### config.mk
export PLATFORM = sky130hd
export DESIGN_NAME = pc_unit
export DESIGN_NICKNAME = d
export VERILOG_FILES = /design/src/rtl/pc_pkg.sv /design/src/rtl/pc_next_sel.sv /design/src/rtl/pc_unit.sv
export SDC_FILE = /design/constraint.sdc
export NUM_CORES = 1
export LEC_CHECK = 0
export ABC_CLOCK_PERIOD_IN_PS = 1900
export BUFFER_PORTS_ARGS = -buffer_cell sky130_fd_sc_hd__buf_2
export CAP_MARGIN = 10
export CORE_MARGIN = 5
export CORE_UTILIZATION = 43
export DETAILED_ROUTE_END_ITERATION = 6
export PLACE_DENSITY_LB_ADDON = 0.12
export SYNTH_ARGS = -nofsm -noshare
export SYNTH_HDL_FRONTEND = slang
export SYNTH_HIERARCHICAL = 1
export SYNTH_SLANG_ARGS = --single-unit
### constraint.sdc
create_clock -name clk -period 1.9 [get_ports clk]
set_clock_uncertainty 0.1 [all_clocks]
set_input_delay 0.095 -clock clk [delete_from_list [all_inputs] [get_ports clk]]
set_output_delay 0.095 -clock clk [all_outputs]
set_load 0.01 [all_outputs]
### src/rtl/pc_pkg.sv
// Shared definitions for the program-counter unit: FSM state encoding and
// the default sequential fetch increment.
package pc_pkg;

  typedef enum logic {
    RUN    = 1'b0,
    HALTED = 1'b1
  } pc_state_e;

  localparam int unsigned INSTR_BYTES_DEF = 4;

endpackage

### src/rtl/pc_next_sel.sv
// Next-PC priority mux for the fetch stage (purely combinational).
// Priority: halt_req > stall > jump > take_branch > sequential.
// Redirect targets have their sub-instruction offset bits cleared.
module pc_next_sel
  import pc_pkg::*;
#(
  parameter int unsigned PC_W        = 32,
  parameter int unsigned INSTR_BYTES = INSTR_BYTES_DEF
) (
  input  logic [PC_W-1:0] pc_i,
  input  logic [PC_W-1:0] pc_seq_i,
  input  logic            halt_req_i,
  input  logic            stall_i,
  input  logic            jump_i,
  input  logic [PC_W-1:0] jump_target_i,
  input  logic            take_branch_i,
  input  logic [PC_W-1:0] branch_target_i,
  output logic [PC_W-1:0] pc_o,
  output logic            redirect_o
);

  localparam logic [PC_W-1:0] ALIGN_MASK = ~(PC_W'(INSTR_BYTES - 1));

  // Select the next fetch address by fixed priority.
  always_comb begin
    pc_o       = pc_seq_i;
    redirect_o = 1'b0;
    if (halt_req_i || stall_i) begin
      pc_o = pc_i;
    end else if (jump_i) begin
      pc_o       = jump_target_i & ALIGN_MASK;
      redirect_o = 1'b1;
    end else if (take_branch_i) begin
      pc_o       = branch_target_i & ALIGN_MASK;
      redirect_o = 1'b1;
    end
  end

endmodule

### src/rtl/pc_unit.sv
// Program-counter unit: PC register, RUN/HALTED FSM and redirect pulse.
// Optional feature macro: PC_BRANCH_CNT_EN adds a saturating 32-bit
// branch_count output counting applied taken-branch redirects.
module pc_unit
  import pc_pkg::*;
#(
  parameter int unsigned     PC_W        = 32,
  parameter logic [PC_W-1:0] RESET_PC    = '0,
  parameter int unsigned     INSTR_BYTES = INSTR_BYTES_DEF
) (
  input  logic            clk,
  input  logic            rst,
  input  logic            take_branch,
  input  logic [PC_W-1:0] branch_target,
  input  logic            jump,
  input  logic [PC_W-1:0] jump_target,
  input  logic            stall,
  input  logic            halt_req,
  output logic [PC_W-1:0] pc,
  output logic [PC_W-1:0] pc_next_seq,
  output logic            redirect,
  output logic            halted
`ifdef PC_BRANCH_CNT_EN
  ,
  output logic [31:0]     branch_count
`endif
);

  localparam logic [PC_W-1:0] ALIGN_MASK = ~(PC_W'(INSTR_BYTES - 1));

  pc_state_e       state_q, state_d;
  logic [PC_W-1:0] pc_q, pc_d;
  logic            redirect_q, redirect_d;
  logic            halted_q;
  logic [PC_W-1:0] sel_pc;
  logic            sel_redirect;

  assign pc_next_seq = pc_q + PC_W'(INSTR_BYTES);
  assign pc          = pc_q;
  assign redirect    = redirect_q;
  assign halted      = halted_q;

  pc_next_sel #(
    .PC_W        (PC_W),
    .INSTR_BYTES (INSTR_BYTES)
  ) u_next_sel (
    .pc_i            (pc_q),
    .pc_seq_i        (pc_next_seq),
    .halt_req_i      (halt_req),
    .stall_i         (stall),
    .jump_i          (jump),
    .jump_target_i   (jump_target),
    .take_branch_i   (take_branch),
    .branch_target_i (branch_target),
    .pc_o            (sel_pc),
    .redirect_o      (sel_redirect)
  );

  // FSM next state and next PC; HALTED ignores every request input.
  always_comb begin
    state_d    = state_q;
    pc_d       = pc_q;
    redirect_d = 1'b0;
    if (state_q == RUN) begin
      if (halt_req) begin
        state_d = HALTED;
      end
      pc_d       = sel_pc;
      redirect_d = sel_redirect;
    end
  end

  // State, PC and registered status outputs.
  always_ff @(posedge clk) begin
    if (rst) begin
      state_q    <= RUN;
      pc_q       <= RESET_PC & ALIGN_MASK;
      redirect_q <= 1'b0;
      halted_q   <= 1'b0;
    end else begin
      state_q    <= state_d;
      pc_q       <= pc_d;
      redirect_q <= redirect_d;
      halted_q   <= (state_d == HALTED);
    end
  end

`ifdef PC_BRANCH_CNT_EN
  logic [31:0] cnt_q;
  logic        br_apply;

  // A redirect that is not a jump can only come from take_branch.
  assign br_apply     = (state_q == RUN) && sel_redirect && !jump;
  assign branch_count = cnt_q;

  // Saturating count of applied taken-branch redirects.
  always_ff @(posedge clk) begin
    if (rst) begin
      cnt_q <= '0;
    end else if (br_apply && (cnt_q != '1)) begin
      cnt_q <= cnt_q + 32'd1;
    end
  end
`endif

endmodule
==> metrics <==
outcome complete, but fails checks; failing checks setup timing; fmax 461 MHz; ANT cells 0; commonest non-fill, non-tap cell in the layout buf_2; area of the core 6760 um^2; final setup fails 35; post-synth cell types 36; Total Neg Setup Slack -4.70 ns; dpl ws -0.249 ns; Die W 93.1 um; post-synthesis cell count 341; drt pass-1 iters 4; WP data arrival 1.97 ns; gpl congestion 0.826; FF-to-FF path depth 10; initial core utilization 44.0%; worst-path cell chain nand4_4, buf_6, nor4_4, buf_4, nand4_1, xnor2_2, buf_4, buf_6; final wirelength 9380 um; Crit path buffers/inverters 4; CTS Buf Count 5; post-route ant nets 0; power per standard cell area 422 nW/um^2; # DRC 0; Layout Nets 580; Post-CTS Hold Fix Bufs 0; row cnt 30; GR Util All Layers 21.2%; Critical Path RT 1.70 ns; die area 8670 um^2; CP startpoint kind flip-flop; sink of the worst hold path pc[13]; Hold Crit Class primary input to flip-flop; Reg2Reg Setup Slack -0.26 ns; reg2reg start pc[7]; vias post-DR 3186; Bufs on Longest Clock Path 2; CTS tree yes; Root Driver clkbuf_8; VDD IR-drop max 0.208 mV; Mapped Area 2970 um^2; CP max-delay cell dfxtp_4; most frequent cells in the layout buf_2 (128), mux2i_1 (62), buf_4 (56), nor2_1 (41); Tmin final 2.17 ns; Placed Instances 570; Slew HR 56.7%; post-synthesis area per instance 8.71 um^2; largest net degree at the start of global routing 43; Leak 0.00221 uW; R2R Path End pc[23]; Reg clk slew, reported paths 0.06 ns; IO buf count 131; Synth Flop Type dfxtp_1; Slew Viols, Final 0; Layout Utilization 66.3%; starting DRC count in detailed routing 133; #FFs+latches synth 34; Setup CP Type flip-flop to output pin; fin crit share 114%; final cell count without fillers 589; CP max FO 4; Final Hold Viols 0; number of global-route vias before repair 3109; # H-tree levels 2; HPWL after detailed placement 6880 um; Max-cap violations 0; Die Y 93.1 um; WL/cell 15.9 um; share of cells above drive strength 1 50.9%; Mapped Nets 412; CP peak stage delay 0.36 ns; clk_lat worst skew 0.28 ns; Area Overhead vs Synth 50.8%; Ports 136; min setup slack post-route -0.270 ns; actual slew at the worst max-slew pin 0.650 ns; Sink Count 34; initial antenna violation count 0; first-pass GRT wire length 15100 um; RSZ-0062 raised after global routing yes; Seq/Total Area, Yosys 22.9%; Post-synth EDFFs 0; WHS Path Cells 5; Critical Path Sink Type output pin; asr flop ratio synth 0%; vias per cell 5.41; CP delay by family, top simple AND/OR/NAND/NOR gates; Fillers 555; Synth warnings 6; total gr overflow 0; Hold Crit Start jump_target[13]
[report_power, final]
group	switching (uW)	total, uW	internal, uW	leakage [uW]
logic	296	589	293	0.00188
registers	30.9	771	740	0.000286
clock network	243	530	287	0.0000443
[per-layer routing]
metal,track usage [%],part of all wire (%)
met2,34.8,47
met3,4.51,6.8
met4,4.52,0.53
met5,0,0
met1,28.6,46
[cell type report]
type	instances	area, um^2	area share [%]
inverter	4	15.0	0.335
clock buffer	7	86.3	1.93
tap	80	100	2.23
timing repair buffer	193	1180	26.3
multi-input combinational	271	2380	53.1
sequential	34	722	16.1
[logic make-up after synthesis]
kind of cell               Yosys count  synth area share (%)
DFF                                 34                  22.9
xor gates and xnor gates            28                  8.51
AOI/OAI and AO/OA                   62                  13.2
muxes                               62                  20.9
adders and majority gates            1                 0.421
buffers and inverters               36                  5.94
and+or+nand+nor                    118                  28.1
[flip-flops by register name, summed over array words and instances (netlist names)]
name,cells
halted,1
pc,32
redirect,1
[metrics by stage]
stage	instance area, um^2	hold WS, ns	total power, uW
after global routing	4480	0.184	1990
after global placement	4150	0.430	1350
final	4480	0.161	1890
after floorplan	3160	0.111	1120
after detailed placement	4150	0.428	1360
after CTS	4330	0.152	1890
[synth_stat cells, types with 3 or more instances]
master     number  area, um^2
buf_2           8        40.0
buf_6           3        33.8
clkbuf_1       18        67.6
dfxtp_1        34         681
inv_1           4        15.0
mux2i_1        62         621
nand2_1         9        33.8
nand3_1        14        70.1
nand4_1         4        25.0
nand4bb_1      28         315
nor2_1         43         161
o211ai_1       30         225
o21ai_0        30         150
xnor2_1        23         201
xor2_1          4        35.0
[timing repair]
| action | CTS | global route |
|---|---|---|
| setup buffers | 5 | 7 |
| endpoints found under the setup margin | 38 | 40 |
| gates resized for setup | 10 | 20 |
| pin swaps | 14 | 18 |
[worst register-to-register path, delay by kind of cell (launching register included)]
| family | cells | cell delay, ns |
|---|---|---|
| AO/OA/AOI/OAI | 1 | 0.11 |
| XOR/XNOR | 1 | 0.17 |
| buffers and inverters | 2 | 0.36 |
| flip-flops | 1 | 0.36 |
| multiplexers | 2 | 0.34 |
| AND/OR/NAND/NOR | 4 | 0.59 |
[how the worst max path moves through the flow]
stage / startpoint / end / slack, ns / cells past startpoint
6_report: pc[7] / pc_next_seq[24] / -0.27 / 8
2_1_floorplan: pc[3] / pc[24] / -0.18 / 9
5_1_grt: pc[7] / pc[24] / -0.39 / 10
3_5_place_dp: pc[2] / pc[24] / -0.25 / 10
4_1_cts: pc[7] / pc[24] / -0.24 / 10
3_3_place_gp: pc[2] / pc[24] / -0.16 / 10
Note: power is estimated with default switching activity, not from simulation.
